===== config.mk =====
export PLATFORM = sky130hd
export DESIGN_NAME = router_1xn_fifo_flat
export DESIGN_NICKNAME = d
export VERILOG_FILES = /design/src/rtl/router_1xn_fifo_pkg.sv /design/src/rtl/router_1xn_fifo_if.sv /design/src/rtl/router_1xn_fifo_fifo.sv /design/src/rtl/router_1xn_fifo.sv /design/src/flat_wrapper.sv
export SDC_FILE = /design/constraint.sdc
export NUM_CORES = 1
export LEC_CHECK = 0
export CORE_MARGIN = 2
export CORE_UTILIZATION = 42
export DETAILED_ROUTE_END_ITERATION = 8
export PLACE_DENSITY = 0.65
export SYNTH_ARGS = -nofsm -noshare
export SYNTH_HDL_FRONTEND = slang
export SYNTH_SLANG_ARGS = --single-unit

===== constraint.sdc =====
create_clock -name clk -period 2.6 [get_ports clk]
set_clock_uncertainty 0.05 [all_clocks]
set_input_delay 0.26 -clock clk [delete_from_list [all_inputs] [get_ports clk]]
set_output_delay 0.26 -clock clk [all_outputs]
set_load 0.02 [all_outputs]

===== src/rtl/router_1xn_fifo_pkg.sv =====
`default_nettype none
// ============================================================================
// Module   : router_pkg
// Brief    : Shared constants and helpers for the 1-to-N FIFO router.
// Revision : 1.0  initial release
// ============================================================================
package router_pkg;

  // Width of the saturating illegal-select drop counter
  localparam int DROP_CNT_W     = 8;

  // Default geometry of the router
  localparam int DEFAULT_DATA_W  = 4;
  localparam int DEFAULT_NUM_OUT = 3;
  localparam int DEFAULT_DEPTH   = 4;

  // Increment that sticks at all-ones instead of wrapping
  function automatic logic [DROP_CNT_W-1:0] sat_inc(input logic [DROP_CNT_W-1:0] v);
    return (v == '1) ? v : v + 1'b1;
  endfunction

endpackage
`default_nettype wire


===== src/rtl/router_1xn_fifo_if.sv =====
`default_nettype none
// ============================================================================
// Module   : router_1xn_fifo_if
// Brief    : Ingress handshake plus flattened per-channel egress handshakes.
//            master = traffic source/sink side, slave = router side.
// Revision : 1.0  initial release
// ============================================================================
interface router_1xn_fifo_if
  import router_pkg::*;
#(
  parameter int DATA_W  = DEFAULT_DATA_W,
  parameter int NUM_OUT = DEFAULT_NUM_OUT,
  parameter int SEL_W   = $clog2(NUM_OUT)
);

  logic [DATA_W-1:0]         data_in;
  logic [SEL_W-1:0]          sel;
  logic                      valid_in;
  logic                      ready_in;
  logic [NUM_OUT*DATA_W-1:0] out_data;
  logic [NUM_OUT-1:0]        out_valid;
  logic [NUM_OUT-1:0]        out_ready;

  modport master (
    output data_in, sel, valid_in, out_ready,
    input  ready_in, out_data, out_valid
  );

  modport slave (
    input  data_in, sel, valid_in, out_ready,
    output ready_in, out_data, out_valid
  );

endinterface
`default_nettype wire


===== src/rtl/router_1xn_fifo_fifo.sv =====
`default_nettype none
// ============================================================================
// Module   : router_fifo
// Brief    : Single-clock circular FIFO with occupancy counter. Head is read
//            straight from storage, so a write is visible one cycle later.
// Revision : 1.0  initial release
// ============================================================================
module router_fifo
  import router_pkg::*;
#(
  parameter int DATA_W = DEFAULT_DATA_W,
  parameter int DEPTH  = DEFAULT_DEPTH
) (
  input  logic              clk,
  input  logic              rst,
  input  logic              push,
  input  logic [DATA_W-1:0] din,
  output logic              full,
  input  logic              pop,
  output logic [DATA_W-1:0] dout,
  output logic              empty
);

  localparam int PTR_W = $clog2(DEPTH);
  localparam int CNT_W = $clog2(DEPTH + 1);

  logic [DATA_W-1:0] r_mem [DEPTH];
  logic [PTR_W-1:0]  r_wr_ptr;
  logic [PTR_W-1:0]  r_rd_ptr;
  logic [CNT_W-1:0]  r_count;
  logic              w_push;
  logic              w_pop;

  // Status flags come from registered occupancy; requests are masked so a
  // full FIFO never overwrites and an empty FIFO never underflows.
  assign full   = (r_count == CNT_W'(DEPTH));
  assign empty  = (r_count == '0);
  assign w_push = push & ~full;
  assign w_pop  = pop & ~empty;
  assign dout   = r_mem[r_rd_ptr];

  // Storage write; contents are left unreset since pointers define validity
  always_ff @(posedge clk) begin
    if (w_push) r_mem[r_wr_ptr] <= din;
  end

  // Pointer and occupancy update; DEPTH is a power of two so pointers wrap
  always_ff @(posedge clk or negedge rst) begin
    if (!rst) begin
      r_wr_ptr <= '0;
      r_rd_ptr <= '0;
      r_count  <= '0;
    end else begin
      if (w_push) r_wr_ptr <= r_wr_ptr + 1'b1;
      if (w_pop)  r_rd_ptr <= r_rd_ptr + 1'b1;
      case ({w_push, w_pop})
        2'b10:   r_count <= r_count + 1'b1;
        2'b01:   r_count <= r_count - 1'b1;
        default: r_count <= r_count;
      endcase
    end
  end

endmodule
`default_nettype wire


===== src/rtl/router_1xn_fifo.sv =====
`default_nettype none
// ============================================================================
// Module   : router_1xn_fifo
// Brief    : Routes one input stream into NUM_OUT independent FIFOs by sel.
//            Illegal selects are always accepted and counted as drops.
// Revision : 1.0  initial release
// ============================================================================
module router_1xn_fifo
  import router_pkg::*;
#(
  parameter int DATA_W  = DEFAULT_DATA_W,
  parameter int NUM_OUT = DEFAULT_NUM_OUT,
  parameter int DEPTH   = DEFAULT_DEPTH,
  parameter int SEL_W   = $clog2(NUM_OUT)
) (
  input  logic                  clk,
  input  logic                  rst,
  router_1xn_fifo_if.slave      bus,
  output logic [DROP_CNT_W-1:0] drop_count
);

  logic                  w_sel_legal;
  logic                  w_sel_full;
  logic                  w_ready;
  logic                  w_accept;
  logic                  w_drop;
  logic [NUM_OUT-1:0]    w_push;
  logic [NUM_OUT-1:0]    w_full;
  logic [NUM_OUT-1:0]    w_empty;
  logic [DATA_W-1:0]     w_dout [NUM_OUT];
  logic [DROP_CNT_W-1:0] r_drop_count;

  // Ready mux: illegal selects are always sinkable, legal ones need room
  always_comb begin
    w_sel_legal = (int'(bus.sel) < NUM_OUT);
    w_sel_full  = 1'b0;
    for (int k = 0; k < NUM_OUT; k++) begin
      if (bus.sel == SEL_W'(k)) w_sel_full = w_full[k];
    end
    w_ready  = w_sel_legal ? ~w_sel_full : 1'b1;
    w_accept = bus.valid_in & w_ready;
    w_drop   = w_accept & ~w_sel_legal;
  end

  assign bus.ready_in = w_ready;

  generate
    for (genvar k = 0; k < NUM_OUT; k++) begin : g_chan
      // Select decode for this channel
      assign w_push[k] = w_accept & w_sel_legal & (bus.sel == SEL_W'(k));

      router_fifo #(
        .DATA_W (DATA_W),
        .DEPTH  (DEPTH)
      ) u_fifo (
        .clk   (clk),
        .rst   (rst),
        .push  (w_push[k]),
        .din   (bus.data_in),
        .full  (w_full[k]),
        .pop   (bus.out_ready[k]),
        .dout  (w_dout[k]),
        .empty (w_empty[k])
      );
    end
  endgenerate

  assign bus.out_valid = ~w_empty;

  // Flatten channel heads onto the egress bus
  always_comb begin
    bus.out_data = '0;
    for (int k = 0; k < NUM_OUT; k++) begin
      bus.out_data[k*DATA_W +: DATA_W] = w_dout[k];
    end
  end

  // Saturating count of payloads discarded for an out-of-range select
  always_ff @(posedge clk or negedge rst) begin
    if (!rst) begin
      r_drop_count <= '0;
    end else if (w_drop) begin
      r_drop_count <= sat_inc(r_drop_count);
    end
  end

  assign drop_count = r_drop_count;

endmodule
`default_nettype wire


===== src/flat_wrapper.sv =====
// flat-port wrapper written by rule: the top's interface ports become plain ports
module router_1xn_fifo_flat import router_pkg::*;
#(
  parameter int DATA_W  = DEFAULT_DATA_W,
  parameter int NUM_OUT = DEFAULT_NUM_OUT,
  parameter int DEPTH   = DEFAULT_DEPTH,
  parameter int SEL_W   = $clog2(NUM_OUT)
)
  (clk, rst, drop_count, bus_data_in, bus_sel, bus_valid_in, bus_out_ready, bus_ready_in, bus_out_data, bus_out_valid);
  router_1xn_fifo_if #(.DATA_W(DATA_W), .NUM_OUT(NUM_OUT), .SEL_W(SEL_W)) bus_i ();
  input  logic clk;
  input  logic rst;
  output logic [DROP_CNT_W-1:0] drop_count;
  input wire logic [$bits(bus_i.data_in)-1:0] bus_data_in;
  input wire logic [$bits(bus_i.sel)-1:0] bus_sel;
  input wire logic [$bits(bus_i.valid_in)-1:0] bus_valid_in;
  input wire logic [$bits(bus_i.out_ready)-1:0] bus_out_ready;
  output wire logic [$bits(bus_i.ready_in)-1:0] bus_ready_in;
  output wire logic [$bits(bus_i.out_data)-1:0] bus_out_data;
  output wire logic [$bits(bus_i.out_valid)-1:0] bus_out_valid;
  assign bus_i.data_in = bus_data_in;
  assign bus_i.sel = bus_sel;
  assign bus_i.valid_in = bus_valid_in;
  assign bus_i.out_ready = bus_out_ready;
  assign bus_ready_in = bus_i.ready_in;
  assign bus_out_data = bus_i.out_data;
  assign bus_out_valid = bus_i.out_valid;
  router_1xn_fifo #(.DATA_W(DATA_W), .NUM_OUT(NUM_OUT), .DEPTH(DEPTH), .SEL_W(SEL_W)) u_core (.clk(clk), .rst(rst), .bus(bus_i), .drop_count(drop_count));
endmodule

==> results of run 1 <==
==> cells in the mapped netlist (all sizes together) <==
cell and number:
edfxtp 48, dfrtp 29, inv 19, ha 16, and2 12, mux4 12, xnor2 11, xor2 10
nand2 8, mux2 7, nand3 5, o21ai 5, nor2 4, clkbuf 3, fa 3, o31a 3
or3 3, and3 2, and4 2, or3b 2, a211oi 1, a21o 1, a21oi 1, a311o 1
a31oi 1, and4b 1, buf 1, mux2i 1, nand3b 1, nand4 1, nor3 1, nor4 1
nor4b 1, o211ai 1, o21a 1
==> kinds of logic after synthesis <==
| logic type | count (synthesis) | synth area share, % |
|---|---|---|
| AND/OR/NAND/NOR | 44 | 7.58 |
| flip-flops | 77 | 62.8 |
| AO/OA/AOI/OAI | 15 | 3.44 |
| adder cells (fa/ha/maj) | 19 | 7.54 |
| XOR/XNOR | 21 | 5.33 |
| multiplexers | 20 | 10.6 |
| buffers and inverters | 23 | 2.72 |
==> layout make-up <==
| cell class | count | area, sq um | area share (%) |
|---|---|---|---|
| clock buffers | 11 | 141 | 3.36 |
| clock inverters | 5 | 108 | 2.56 |
| inverters | 19 | 71.3 | 1.70 |
| multi-input cells | 119 | 1190 | 28.3 |
| flip-flops and latches | 77 | 2170 | 51.5 |
| well taps | 105 | 131 | 3.12 |
| repair buffers | 41 | 395 | 9.40 |
==> flip-flops by register name, summed over array words and instances, names as in the netlist <==
signal	flops
u_core.drop_count	8
u_core.g_chan.u_fifo.r_wr_ptr	6
u_core.g_chan.u_fifo.r_mem	48
u_core.g_chan.u_fifo.r_count	9
u_core.g_chan.u_fifo.r_rd_ptr	6
==> routing by layer <==
layer,global-route usage [%],vias to the layer above,wire length [um]
li1,-,894,-
met2,19.9,35,2530
met3,2.79,5,183
met4,5.80,0,77
met1,20.1,899,2760
met5,0,-,0
==> per-stage QoR <==
stage               hold slack, ps  cells  instance area [sq um]  power, W  setup slack (ps)
floorplan                    -85.6    219                   3450   0.00287               389
global placement               436    361                   3960   0.00341               150
detailed placement             450    361                   3960   0.00345              99.9
CTS                            263    377                   4210   0.00456               245
global route                   284    377                   4210   0.00479               177
finish                         253    377                   4210   0.00450               275
==> layout by cell type (no fill, tap or decap), types with 5 or more instances in the layout <==
cell                              count
sky130_fd_sc_hd__xnor2_1             11
sky130_fd_sc_hd__nand2_1              8
sky130_fd_sc_hd__mux2_2               5
sky130_fd_sc_hd__clkdlybuf4s50_1     35
sky130_fd_sc_hd__clkbuf_8            10
sky130_fd_sc_hd__inv_1               19
sky130_fd_sc_hd__nand3_1              5
sky130_fd_sc_hd__edfxtp_1            48
sky130_fd_sc_hd__xor2_1              10
sky130_fd_sc_hd__buf_4                6
sky130_fd_sc_hd__and2_1               8
sky130_fd_sc_hd__o21ai_0              5
sky130_fd_sc_hd__ha_1                16
sky130_fd_sc_hd__mux4_2              12
sky130_fd_sc_hd__dfrtp_1             29
==> worst max path at each step <==
stage / from / endpoint / depth (start not counted)
after floorplan: u_core.g_chan[2].u_fifo.r_count[1]$_DFFE_PN0P_ / u_core.g_chan[2].u_fifo.r_count[2]$_DFFE_PN0P_ / 10
after global placement: bus_valid_in / u_core.g_chan[0].u_fifo.r_count[2]$_DFFE_PN0P_ / 10
after detailed placement: bus_valid_in / u_core.g_chan[0].u_fifo.r_count[1]$_DFFE_PN0P_ / 8
after CTS: u_core.g_chan[2].u_fifo.r_rd_ptr[0]$_DFFE_PN0P_ / bus_out_data[9] / 2
after global routing: u_core.g_chan[1].u_fifo.r_rd_ptr[0]$_DFFE_PN0P_ / bus_out_data[4] / 2
final: u_core.g_chan[1].u_fifo.r_rd_ptr[0]$_DFFE_PN0P_ / bus_out_data[5] / 2
==> power by group through the flow <==
stage,Combinational (W),Sequential [W],Clock (W)
after detailed placement,0.00151,0.00194,0
after global routing,0.00164,0.00197,0.00118
after floorplan,0.00103,0.00183,0
after global placement,0.00147,0.00193,0
final,0.00149,0.00191,0.00110
after CTS,0.00152,0.00192,0.00112
==> flow_summary.rst, run 1 <==
.. list-table::
   :header-rows: 1

   * - Metric
     - Value
   * - Final cycle utilization of the critical path
     - between 80% and 90%
   * - Kind of cell adding the most delay to the critical path
     - flip-flops
   * - Die width
     - 94.7 um
   * - Count of buffer and inverter cells on the critical path
     - 1
   * - Clk_lat worst skew
     - 330 ps
   * - Fin Setup TNS
     - 0 ps
   * - Number of storage elements in the synthesis netlist
     - 77
   * - Top Ports
     - 36
   * - Post-Synthesis Cell Area
     - 3450 sq um
   * - Deepest clock path buffer count
     - 2
   * - Reg2Reg Setup Slack
     - 280 ps
   * - Setup Crit Path Kind
     - flop to primary output
   * - Clock network power share
     - about a quarter
   * - End-of-flow core utilization
     - 52.0%
   * - Run status
     - complete, no violations
   * - Remaining global-route overflow
     - 0
   * - Num CTS Buffers
     - 9
   * - Slew at the pin closest to its max-slew limit
     - between 300 and 400 ps
   * - Hold Crit Class
     - input port to asynchronous set/reset pin
   * - Largest area contributor in the netlist
     - sky130_fd_sc_hd__edfxtp_1
   * - P per Cell Area
     - roughly 1100 nW/um^2
   * - Number of synthesis warnings
     - 0
   * - Wire length per cell
     - between 10 and 15 um
   * - H-tree levels
     - 3
   * - Largest incremental delay on the critical path
     - 570 ps
   * - Slew Limit Fails
     - 0
   * - TritonCTS clock tree
     - built
   * - IR Drop Worst-Case VDD
     - 0.000554 V
   * - Total iterations of the first detailed-routing run
     - 4
   * - Via density per instance
     - ~4.9
   * - Number of global-route vias before repair
     - 1821
   * - Routed Wire Length
     - 5550 um
   * - Part of the total power dissipated in combinational logic
     - 33.1%
   * - Die outline height
     - 94.7 um
   * - Cell count after synthesis
     - 219
   * - DPL Wire Length
     - 3870 um
   * - Number of DRC markers after the initial detailed-route iteration
     - 38
   * - Avg Synthesized Cell Area
     - 15.8 sq um
   * - Internal power
     - 0.00304 W
   * - CTS resizes
     - 0
   * - Worst-case reg-to-reg path depth
     - 9
   * - Biggest fanout along the worst timing path
     - 6
   * - Final setup fails
     - 0
   * - Wire length of the first global-routing pass
     - 9160 um
   * - Reg-to-Reg Start
     - u_core.g_chan[2].u_fifo.r_count[1]$_DFFE_PN0P_
   * - Register clock-pin slew on the reported worst setup and hold paths
     - about 80 ps
   * - Final-layout fill cell count
     - 712
   * - Critical Path, Cell by Cell
     - mux4_2 > clkdlybuf4s50_1
   * - Post-CTS Setup Repair Bufs
     - 0
   * - Number of clock sinks seen by CTS
     - 77
   * - Final weighted congestion in routability-driven placement
     - 0.779
   * - Count of vias placed by the detailed router
     - 1833
   * - Net count reported at finish
     - 298
   * - Number of hold-repair buffers added at the cts stage
     - 0
   * - RSZ-0062 raised after global routing
     - no
   * - Switching part of the total
     - 32.5%
   * - Largest net degree at the start of global routing
     - 30
   * - Buffer type at the clock tree root
     - sky130_fd_sc_hd__clkbuf_8
   * - Sequential share of power
     - 42.4%
   * - Syn Nets
     - 250
   * - Initial Utilization
     - 42.7%
   * - Quantity of I/O buffers inserted on ports
     - 35
   * - Number of hold-slack violations in the final timing report
     - 0
   * - Max_slew headroom
     - roughly three quarters
   * - Type of origin of the critical path
     - flop
   * - Area share of the largest cell type after synthesis
     - 41.8%
   * - Die Footprint
     - 8960 sq um
   * - Remaining design rule violation count
     - 0
   * - Number of placement rows
     - 33
   * - Ratio of cells with drive above 1 in the final layout
     - ~18%
   * - Switching power total
     - 0.00146 W
   * - Terminus of the critical flop-to-flop path
     - u_core.g_chan[2].u_fifo.r_count[2]$_DFFE_PN0P_
   * - Sequential share of the synthesized area
     - 62.8%
   * - Data arrival time of the critical path
     - 2010 ps
   * - Initial antenna violation count
     - 0
   * - Number of distinct library cell variants in the gate-level netlist after synthesis
     - 40
   * - Required arrival time at the worst endpoint
     - approximately 2300 ps
   * - Number of nets with antenna violations after detailed routing
     - 0
   * - Leak pwr
     - approximately 1.6 nW
   * - Number of max-capacitance violations reported
     - 0
   * - Area inside the core boundary
     - 8090 sq um
   * - Largest cells by area after synthesis
     - sky130_fd_sc_hd__edfxtp_1, sky130_fd_sc_hd__dfrtp_1, sky130_fd_sc_hd__mux4_2
   * - Number of antenna repair diodes
     - 0
   * - Worst Setup End Kind
     - primary output
   * - Synthesis-to-layout area growth
     - 21.8%
   * - Cell at the slowest stage of the critical path
     - sky130_fd_sc_hd__dfrtp_1
   * - Highest Clock Rate
     - 0.430 GHz
   * - Total GRT Usage
     - 13.7%
   * - Fin crit period
     - 2320 ps
No activity file was read; power rests on OpenSTA's default activity.
==> run 2: changes to the inputs <==
- ABC_AREA: unset -> 1
- CORE_ASPECT_RATIO: unset -> 0.7
- DONT_BUFFER_PORTS: unset -> 1
- PLACE_DENSITY: 0.65 -> 0.59
==> run 2 against run 1 <==
Effect of this change:
- synthesized area up 3.3%
- total power up 0.37%
- first-iteration DRC count rose to 4.1 times the previous value
- combinational power down 9%
- register-to-register slack better by 50 ps
- flip-flop and latch count unchanged
- setup slack better by 52 ps
- largest power group unchanged
==> flow_summary.rst, run 2 <==
.. list-table::
   :header-rows: 1

   * - Metric
     - Value
   * - Run status
     - complete, no violations (unchanged)
   * - Largest net degree at the start of global routing
     - 30 (unchanged)
   * - Routed Wire Length
     - 6490 um (was 5550 um)
   * - Data arrival time of the critical path
     - 2430 ps (was 2010 ps)
   * - Number of hold-repair buffers added at the cts stage
     - 6 (was 0)
   * - Number of max-capacitance violations reported
     - 0 (unchanged)
   * - End-of-flow core utilization
     - 48.7% (was 52.0%)
   * - Sequential share of the synthesized area
     - 60.8% (was 62.8%)
   * - Hold path startpoint
     - bus_valid_in
   * - Area inside the core boundary
     - 8340 sq um (was 8090 sq um)
   * - Wire length per cell
     - 14.6 um (was 14.7 um)
   * - Ratio of cells with drive above 1 in the final layout
     - 9.44% (was 17.6%)
   * - Syn Nets
     - 352 (was 250)
   * - Multi-input gate area in the final layout
     - 1200 sq um (was 1190 sq um)
   * - Number of clock sinks seen by CTS
     - 77 (unchanged)
   * - Sequential share of power
     - 41.2% (was 42.4%)
   * - Required arrival time at the worst endpoint
     - 2760 ps (was 2290 ps)
   * - Number of global-route vias before repair
     - 2097 (was 1821)
   * - Top Ports
     - 36 (unchanged)
   * - Leak pwr
     - 1.67 nW (was 1.62 nW)
   * - Avg Synthesized Cell Area
     - 11.1 sq um (was 15.8 sq um)
   * - Prevailing post-synth register cell
     - sky130_fd_sc_hd__edfxtp_1 (unchanged)
   * - Number of distinct library cell variants in the gate-level netlist after synthesis
     - 30 (was 40)
   * - Via density per instance
     - 4.81 (was 4.86)
   * - Highest Clock Rate
     - 0.440 GHz (was 0.430 GHz)
   * - Post-CTS Setup Repair Bufs
     - 0 (unchanged)
   * - Final-layout fill cell count
     - 754 (was 712)
   * - Initial antenna violation count
     - 0 (unchanged)
   * - Cell count after synthesis
     - 321 (was 219)
   * - Switching part of the total
     - 37.5% (was 32.5%)
   * - Largest incremental delay on the critical path
     - 380 ps (was 570 ps)
   * - Deepest clock path buffer count
     - 2 (unchanged)
   * - Max FFs per register
     - 48 (unchanged)
   * - Number of hold-slack violations in the final timing report
     - 0 (unchanged)
   * - Initial Utilization
     - 42.8% (was 42.7%)
   * - Register ranked first by flip-flop count
     - u_core.g_chan.u_fifo.r_mem (unchanged)
   * - Setup Crit Path Kind
     - flop to flop (was flop to primary output)
   * - Total iterations of the first detailed-routing run
     - 4 (unchanged)
   * - Net count reported at finish
     - 365 (was 298)
   * - Terminus of the critical flop-to-flop path
     - u_core.g_chan[0].u_fifo.r_count[2]$_DFFE_PN0P_ (was u_core.g_chan[2].u_fifo.r_count[2]$_DFFE_PN0P_)
   * - Final cycle utilization of the critical path
     - 87.4% (was 89.4%)
   * - Hold Crit Class
     - input port to flop (was input port to asynchronous set/reset pin)
   * - Worst Setup End Kind
     - flop (was primary output)
   * - Number of DRC markers after the initial detailed-route iteration
     - 156 (was 38)
   * - Area share of the largest cell type after synthesis
     - 40.4% (was 41.8%)
   * - TritonCTS clock tree
     - built (unchanged)
   * - Remaining design rule violation count
     - 0 (unchanged)
   * - Clk_lat worst skew
     - 330 ps (about the same)
   * - P per Cell Area
     - 1110 nW/um^2 (was 1070 nW/um^2)
   * - Most frequent cells in the layout
     - sky130_fd_sc_hd__edfxtp_1, sky130_fd_sc_hd__inv_1, sky130_fd_sc_hd__nor2_1 (was sky130_fd_sc_hd__edfxtp_1, sky130_fd_sc_hd__clkdlybuf4s50_1, sky130_fd_sc_hd__dfrtp_1)
   * - Remaining global-route overflow
     - 0 (unchanged)
   * - Reg-to-Reg Start
     - u_core.g_chan[2].u_fifo.r_count[1]$_DFFE_PN0P_ (unchanged)
   * - Biggest fanout along the worst timing path
     - 7 (was 6)
   * - Die outline height
     - 81.1 um (was 94.7 um)
   * - Final setup fails
     - 0 (unchanged)
   * - Fin Setup TNS
     - 0 ps (unchanged)
   * - Most common library cell in the layout ignoring fill and taps
     - sky130_fd_sc_hd__edfxtp_1 (unchanged)
   * - Cell at the slowest stage of the critical path
     - sky130_fd_sc_hd__dfrtp_1 (unchanged)
   * - Fin crit period
     - 2270 ps (was 2320 ps)
   * - Synthesis-to-layout area growth
     - 13.9% (was 21.8%)
   * - Die width
     - 114 um (was 94.7 um)
   * - Die Footprint
     - 9260 sq um (was 8960 sq um)
   * - IR Drop Worst-Case VDD
     - 0.000339 V (was 0.000554 V)
   * - Post-Synthesis Cell Area
     - 3570 sq um (was 3450 sq um)
   * - Finished layout cell area
     - 4060 sq um (was 4210 sq um)
   * - Number of enable flip-flop cells after synthesis
     - 48 (unchanged)
   * - Wire length of the first global-routing pass
     - 10800 um (was 9160 um)
   * - Final weighted congestion in routability-driven placement
     - 0.763 (was 0.779)
   * - Slew at the pin closest to its max-slew limit
     - 531 ps (was 396 ps)
   * - H-tree levels
     - 3 (unchanged)
   * - Number of nets with antenna violations after detailed routing
     - 0 (unchanged)
   * - Register clock-pin slew on the reported worst setup and hold paths
     - 60 ps (was 80 ps)
   * - Number of antenna repair diodes
     - 0 (unchanged)
   * - Area after DPL
     - 3680 sq um (was 3960 sq um)
   * - Critical Path, Cell by Cell
     - inv_1 > nand3_1 > nor2_2 > nor2_8 > nand3_4 > ha_1 > inv_1 > fa_1 > a21oi_1 > o21ai_0 > xor2_1 (was mux4_2 > clkdlybuf4s50_1)
   * - Max_slew headroom
     - 64.5% (was 73.5%)
   * - Number of storage elements in the synthesis netlist
     - 77 (unchanged)
   * - Share of flip-flops with an asynchronous set or reset after synthesis
     - 37.7% (unchanged)
   * - Internal power
     - 0.00282 W (was 0.00304 W)
   * - Slew Limit Fails
     - 0 (unchanged)
   * - Quantity of I/O buffers inserted on ports
     - 0 (was 35)
   * - Clock network power share
     - 28.9% (was 24.5%)
   * - Area of all sequential standard cells
     - 2170 sq um (unchanged)
   * - Most frequently used cell type in the post-synthesis netlist
     - sky130_fd_sc_hd__edfxtp_1 (unchanged)
   * - Num CTS Buffers
     - 9 (unchanged)
   * - Number of synthesis warnings
     - 0 (unchanged)
   * - Endpoint of the worst hold-timing path
     - u_core.g_chan[0].u_fifo.r_wr_ptr[1]$_DFFE_PN0P_
   * - Buffer type at the clock tree root
     - sky130_fd_sc_hd__clkbuf_16 (was sky130_fd_sc_hd__clkbuf_8)
   * - Number of placement rows
     - 28 (was 33)
   * - Largest area contributor in the netlist
     - sky130_fd_sc_hd__edfxtp_1 (unchanged)
   * - Number of instances on the worst hold path
     - 2
   * - Part of the total power dissipated in combinational logic
     - 29.9% (was 33.1%)
   * - Type of origin of the critical path
     - flop (unchanged)
   * - CTS resizes
     - 0 (unchanged)
   * - Most used cell along the critical path
     - sky130_fd_sc_hd__inv_1
   * - Largest cells by area after synthesis
     - sky130_fd_sc_hd__edfxtp_1, sky130_fd_sc_hd__dfrtp_1, sky130_fd_sc_hd__ha_1 (was sky130_fd_sc_hd__edfxtp_1, sky130_fd_sc_hd__dfrtp_1, sky130_fd_sc_hd__mux4_2)
   * - Reg2Reg Setup Slack
     - 330 ps (was 280 ps)
   * - DPL Wire Length
     - 4520 um (was 3870 um)
   * - Count of vias placed by the detailed router
     - 2137 (was 1833)
   * - RSZ-0062 raised after global routing
     - no (unchanged)
   * - Switching power total
     - 0.00169 W (was 0.00146 W)
   * - Cell types with the highest counts after synthesis
     - sky130_fd_sc_hd__edfxtp_1, sky130_fd_sc_hd__inv_1, sky130_fd_sc_hd__nor2_1 (was sky130_fd_sc_hd__edfxtp_1, sky130_fd_sc_hd__dfrtp_1, sky130_fd_sc_hd__inv_1)
   * - Worst-case reg-to-reg path depth
     - 11 (was 9)
   * - Total GRT Usage
     - 15.8% (was 13.7%)
==> run 2: critical path, delay by kind of cell (launching register included) <==
family / cells / cell delay, ps
and+or+nand+nor: 4 / 620
AOI/OAI and AO/OA: 2 / 250
DFF: 1 / 380
buffers and inverters: 2 / 170
xor gates and xnor gates: 1 / 150
adders and majority gates: 2 / 520
==> run 2: how the worst max path moves through the flow <==
stage	from	end	slack [ps]
global placement	u_core.g_chan[2].u_fifo.r_count[1]$_DFFE_PN0P_	u_core.g_chan[0].u_fifo.r_count[2]$_DFFE_PN0P_	330
detailed placement	u_core.g_chan[2].u_fifo.r_count[1]$_DFFE_PN0P_	u_core.g_chan[0].u_fifo.r_count[2]$_DFFE_PN0P_	340
CTS	u_core.g_chan[2].u_fifo.r_count[1]$_DFFE_PN0P_	u_core.g_chan[0].u_fifo.r_count[2]$_DFFE_PN0P_	320
global route	u_core.g_chan[0].u_fifo.r_count[1]$_DFFE_PN0P_	u_core.g_chan[0].u_fifo.r_count[2]$_DFFE_PN0P_	110
floorplan	u_core.g_chan[2].u_fifo.r_count[0]$_DFFE_PN0P_	u_core.g_chan[1].u_fifo.r_count[2]$_DFFE_PN0P_	520
finish	u_core.g_chan[2].u_fifo.r_count[1]$_DFFE_PN0P_	u_core.g_chan[0].u_fifo.r_count[2]$_DFFE_PN0P_	330
==> run 2: cells by family after synthesis <==
kind of cell / synth area share (%)
xor gates and xnor gates: 4.17
and+or+nand+nor: 14.2
adders and majority gates: 7.30
AOI/OAI and AO/OA: 8.14
buffers and inverters: 5.47
DFF: 60.8
==> run 2: area by class of cell <==
| cell class | instances | area share [%] |
|---|---|---|
| clock buffer | 9 | 5.54 |
| multi-input combinational | 194 | 29.6 |
| timing repair buffer | 6 | 1.72 |
| sequential | 77 | 53.3 |
| tap | 105 | 3.23 |
| inverter | 46 | 4.31 |
| clock inverter | 7 | 2.22 |
==> run 2: power by group through the flow <==
| stage | registers [W] | clock network, W | logic, W |
|---|---|---|---|
| after detailed placement | 0.00188 | 0 | 0.00133 |
| after global placement | 0.00187 | 0 | 0.00132 |
| after floorplan | 0.00177 | 0 | 0.00117 |
| after global routing | 0.00191 | 0.00139 | 0.00155 |
| final | 0.00186 | 0.00131 | 0.00135 |
| after CTS | 0.00186 | 0.00133 | 0.00137 |
==> run 2: metrics by stage <==
| step | hold WS, ps | setup slack, ps | total power, W | std cells |
|---|---|---|---|---|
| 5_1_grt | 14.6 | 115 | 0.00485 | 444 |
| 3_3_place_gp | -84.6 | 334 | 0.00319 | 422 |
| 6_report | 27.3 | 327 | 0.00452 | 444 |
| 2_1_floorplan | -85.6 | 525 | 0.00294 | 321 |
| 4_1_cts | 20.8 | 320 | 0.00456 | 444 |
| 3_5_place_dp | -84.5 | 339 | 0.00321 | 422 |
==> run 2: metal layers <==
layer / share of wire [%] / track usage (%) / vias up
li1: - / - / 1091
met1: 53 / 22.9 / 1013
met2: 42 / 22.0 / 31
met3: 4.2 / 5.97 / 2
met4: 0.59 / 4.39 / 0
met5: 0 / 0 / -
==> run 3: changes to the inputs <==
- CTS_CLUSTER_SIZE: unset -> 28
- RECOVER_POWER: unset -> 50
==> run 3 against run 2 <==
Effect of this change:
- the flow now finishes with violations (capacitance limit, slew limit)
- die area unchanged
- critical path depth did not move
- worst hold slack worse by 1.4 ps
- cell count unchanged
- first-iteration DRC count did not move
- combinational power hardly changed
- critical path type unchanged
- largest cell class unchanged
- sequential power about the same
- count of clock-buffer cells in the layout unchanged
- fmax shrank 0.91%
- non-clock buffer count did not move
- register-to-register slack worse by 20 ps
- core utilization down 0.26 points
==> flow_summary.rst, run 3 (same netlist as run 2, synthesis figures left out) <==
.. list-table::
   :header-rows: 1

   * - Metric
     - Value
   * - Run status
     - finished, violations left (was complete, no violations)
   * - Violations in the final reports
     - capacitance limit, slew limit
   * - H-tree levels
     - 3 (unchanged)
   * - Die width
     - 114 um (unchanged)
   * - RSZ-0062 raised after global routing
     - no (unchanged)
   * - Register ranked first by flip-flop count
     - u_core.g_chan.u_fifo.r_mem (unchanged)
   * - Leak pwr
     - 1.66 nW (was 1.67 nW)
   * - Net count reported at finish
     - 365 (unchanged)
   * - Routed Wire Length
     - 6500 um (was 6490 um)
   * - Number of hold-slack violations in the final timing report
     - 0 (unchanged)
   * - Most common library cell in the layout ignoring fill and taps
     - sky130_fd_sc_hd__edfxtp_1 (unchanged)
   * - Clk_lat worst skew
     - 330 ps (about the same)
   * - Top Ports
     - 36 (unchanged)
   * - Total GRT Usage
     - 15.8% (unchanged)
   * - Remaining global-route overflow
     - 0 (unchanged)
   * - Max FFs per register
     - 48 (unchanged)
   * - P per Cell Area
     - 1120 nW/um^2 (was 1110 nW/um^2)
   * - Biggest fanout along the worst timing path
     - 7 (unchanged)
   * - End-of-flow core utilization
     - 48.5% (was 48.7%)
   * - Fin crit period
     - 2290 ps (was 2270 ps)
   * - Max_slew headroom
     - -9.31% (was 64.5%)
   * - Worst Setup End Kind
     - flop (unchanged)
   * - Data arrival time of the critical path
     - 2450 ps (was 2430 ps)
   * - Highest Clock Rate
     - 0.436 GHz (was 0.440 GHz)
   * - Deepest clock path buffer count
     - 2 (unchanged)
   * - Number of clock sinks seen by CTS
     - 77 (unchanged)
   * - Number of global-route vias before repair
     - 2097 (unchanged)
   * - Quantity of I/O buffers inserted on ports
     - 0 (unchanged)
   * - Fin Setup TNS
     - 0 ps (unchanged)
   * - Buffer type at the clock tree root
     - sky130_fd_sc_hd__clkbuf_16 (unchanged)
   * - Via density per instance
     - 4.80 (was 4.81)
   * - Number of max-capacitance violations reported
     - 1 (was 0)
   * - IR Drop Worst-Case VDD
     - 0.000339 V (unchanged)
   * - DPL Wire Length
     - 4520 um (unchanged)
   * - Final cycle utilization of the critical path
     - 88.2% (was 87.4%)
   * - Register clock-pin slew on the reported worst setup and hold paths
     - 60 ps (about the same)
   * - Hold Crit Class
     - input port to flop (unchanged)
   * - Number of nets with antenna violations after detailed routing
     - 0 (unchanged)
   * - Type of origin of the critical path
     - flop (unchanged)
   * - Post-CTS Setup Repair Bufs
     - 0 (unchanged)
   * - Final setup fails
     - 0 (unchanged)
   * - Reg-to-Reg Start
     - u_core.g_chan[2].u_fifo.r_count[0]$_DFFE_PN0P_ (was u_core.g_chan[2].u_fifo.r_count[1]$_DFFE_PN0P_)
   * - Initial antenna violation count
     - 0 (unchanged)
   * - Synthesis-to-layout area growth
     - 13.3% (was 13.9%)
   * - Wire length of the first global-routing pass
     - 10800 um (unchanged)
   * - TritonCTS clock tree
     - built (unchanged)
   * - Wire length per cell
     - 14.6 um (about the same)
   * - Remaining design rule violation count
     - 0 (unchanged)
   * - Die Footprint
     - 9260 sq um (unchanged)
   * - Slew Limit Fails
     - 30 (was 0)
   * - Ratio of cells with drive above 1 in the final layout
     - 8.55% (was 9.44%)
   * - Number of DRC markers after the initial detailed-route iteration
     - 156 (unchanged)
   * - Required arrival time at the worst endpoint
     - 2760 ps (about the same)
   * - Total iterations of the first detailed-routing run
     - 4 (unchanged)
   * - Die outline height
     - 81.1 um (unchanged)
   * - Largest net degree at the start of global routing
     - 30 (unchanged)
   * - Slew at the pin closest to its max-slew limit
     - 1640 ps (was 531 ps)
   * - Overall power of the completed layout
     - 0.00451 W (was 0.00452 W)
   * - Most frequent cells in the layout
     - sky130_fd_sc_hd__edfxtp_1, sky130_fd_sc_hd__inv_1, sky130_fd_sc_hd__nor2_1 (unchanged)
   * - Initial Utilization
     - 42.8% (unchanged)
   * - Num CTS Buffers
     - 9 (unchanged)
   * - Area inside the core boundary
     - 8340 sq um (unchanged)
   * - Number of antenna repair diodes
     - 0 (unchanged)
   * - Worst Setup SP
     - u_core.g_chan[2].u_fifo.r_count[0]$_DFFE_PN0P_ (was u_core.g_chan[2].u_fifo.r_count[1]$_DFFE_PN0P_)
   * - Setup Crit Path Kind
     - flop to flop (unchanged)
   * - Count of vias placed by the detailed router
     - 2130 (was 2137)
   * - Number of placement rows
     - 28 (unchanged)
   * - Final weighted congestion in routability-driven placement
     - 0.763 (unchanged)
   * - Hold path startpoint
     - bus_valid_in (unchanged)
-- run 3: critical path, cell delays in order, from the launching register on --
cell	delay, ps
sky130_fd_sc_hd__dfrtp_1	400
sky130_fd_sc_hd__inv_1	130
sky130_fd_sc_hd__nand3_1	170
sky130_fd_sc_hd__nor2_2	230
sky130_fd_sc_hd__nor2_8	110
sky130_fd_sc_hd__nand3_4	110
sky130_fd_sc_hd__ha_1	150
sky130_fd_sc_hd__inv_1	60
sky130_fd_sc_hd__fa_1	370
sky130_fd_sc_hd__a21oi_1	140
sky130_fd_sc_hd__o21ai_0	110
sky130_fd_sc_hd__xor2_1	150
-- run 3: area by class of cell --
type / count / area [sq um]
clock inverter: 7 / 90.1
sequential: 77 / 2170
multi-input combinational: 194 / 1200
tap: 105 / 131
timing repair buffer: 6 / 53.8
fill: 758 / 4300
clock buffer: 9 / 225
inverter: 46 / 175
-- run 3: worst paths after layout --
kind	end	slack [ps]	depth (start not counted)
max reg2reg	u_core.g_chan[0].u_fifo.r_count[2]$_DFFE_PN0P_	310	11
max in group asynchronous	u_core.g_chan[0].u_fifo.r_count[1]$_DFFE_PN0P_	720	2
max	u_core.g_chan[0].u_fifo.r_count[2]$_DFFE_PN0P_	310	11
min in group asynchronous	u_core.g_chan[1].u_fifo.r_count[1]$_DFFE_PN0P_	830	2
min	u_core.g_chan[0].u_fifo.r_wr_ptr[1]$_DFFE_PN0P_	30	2
min reg2reg	u_core.g_chan[2].u_fifo.r_count[0]$_DFFE_PN0P_	440	1
-- run 3: what timing repair did --
item                      in CTS  in global routing
hold endpoints to repair      77                  0
gates resized for setup        0                  0
hold buffers                   6                  0
-- run 3: power breakdown --
group | switching (W) | internal [W] | total, W
registers | 0.000309 | 0.00155 | 0.00186
logic | 0.000908 | 0.000435 | 0.00134
clock network | 0.000474 | 0.000834 | 0.00131
total | 0.00169 | 0.00282 | 0.00451
-- run 3: layer usage --
| metal | up-vias | part of all wire, % | track usage, % |
|---|---|---|---|
| li1 | 1090 | - | - |
| met2 | 35 | 42 | 22.0 |
| met5 | - | 0 | 0 |
| met1 | 1001 | 53 | 22.9 |
| met4 | 0 | 0.89 | 4.39 |
| met3 | 4 | 4.3 | 5.97 |
-- run 3: metrics by stage --
| step | hold slack [ps] | cell area, sq um | setup slack (ps) | cells |
|---|---|---|---|---|
| after floorplan | -85.6 | 3570 | 525 | 321 |
| after global placement | -84.6 | 3680 | 334 | 422 |
| after detailed placement | -84.5 | 3680 | 339 | 422 |
| after CTS | 20.8 | 4060 | 320 | 444 |
| after global routing | 14.9 | 4040 | 115 | 444 |
| final | 26.0 | 4040 | 306 | 444 |
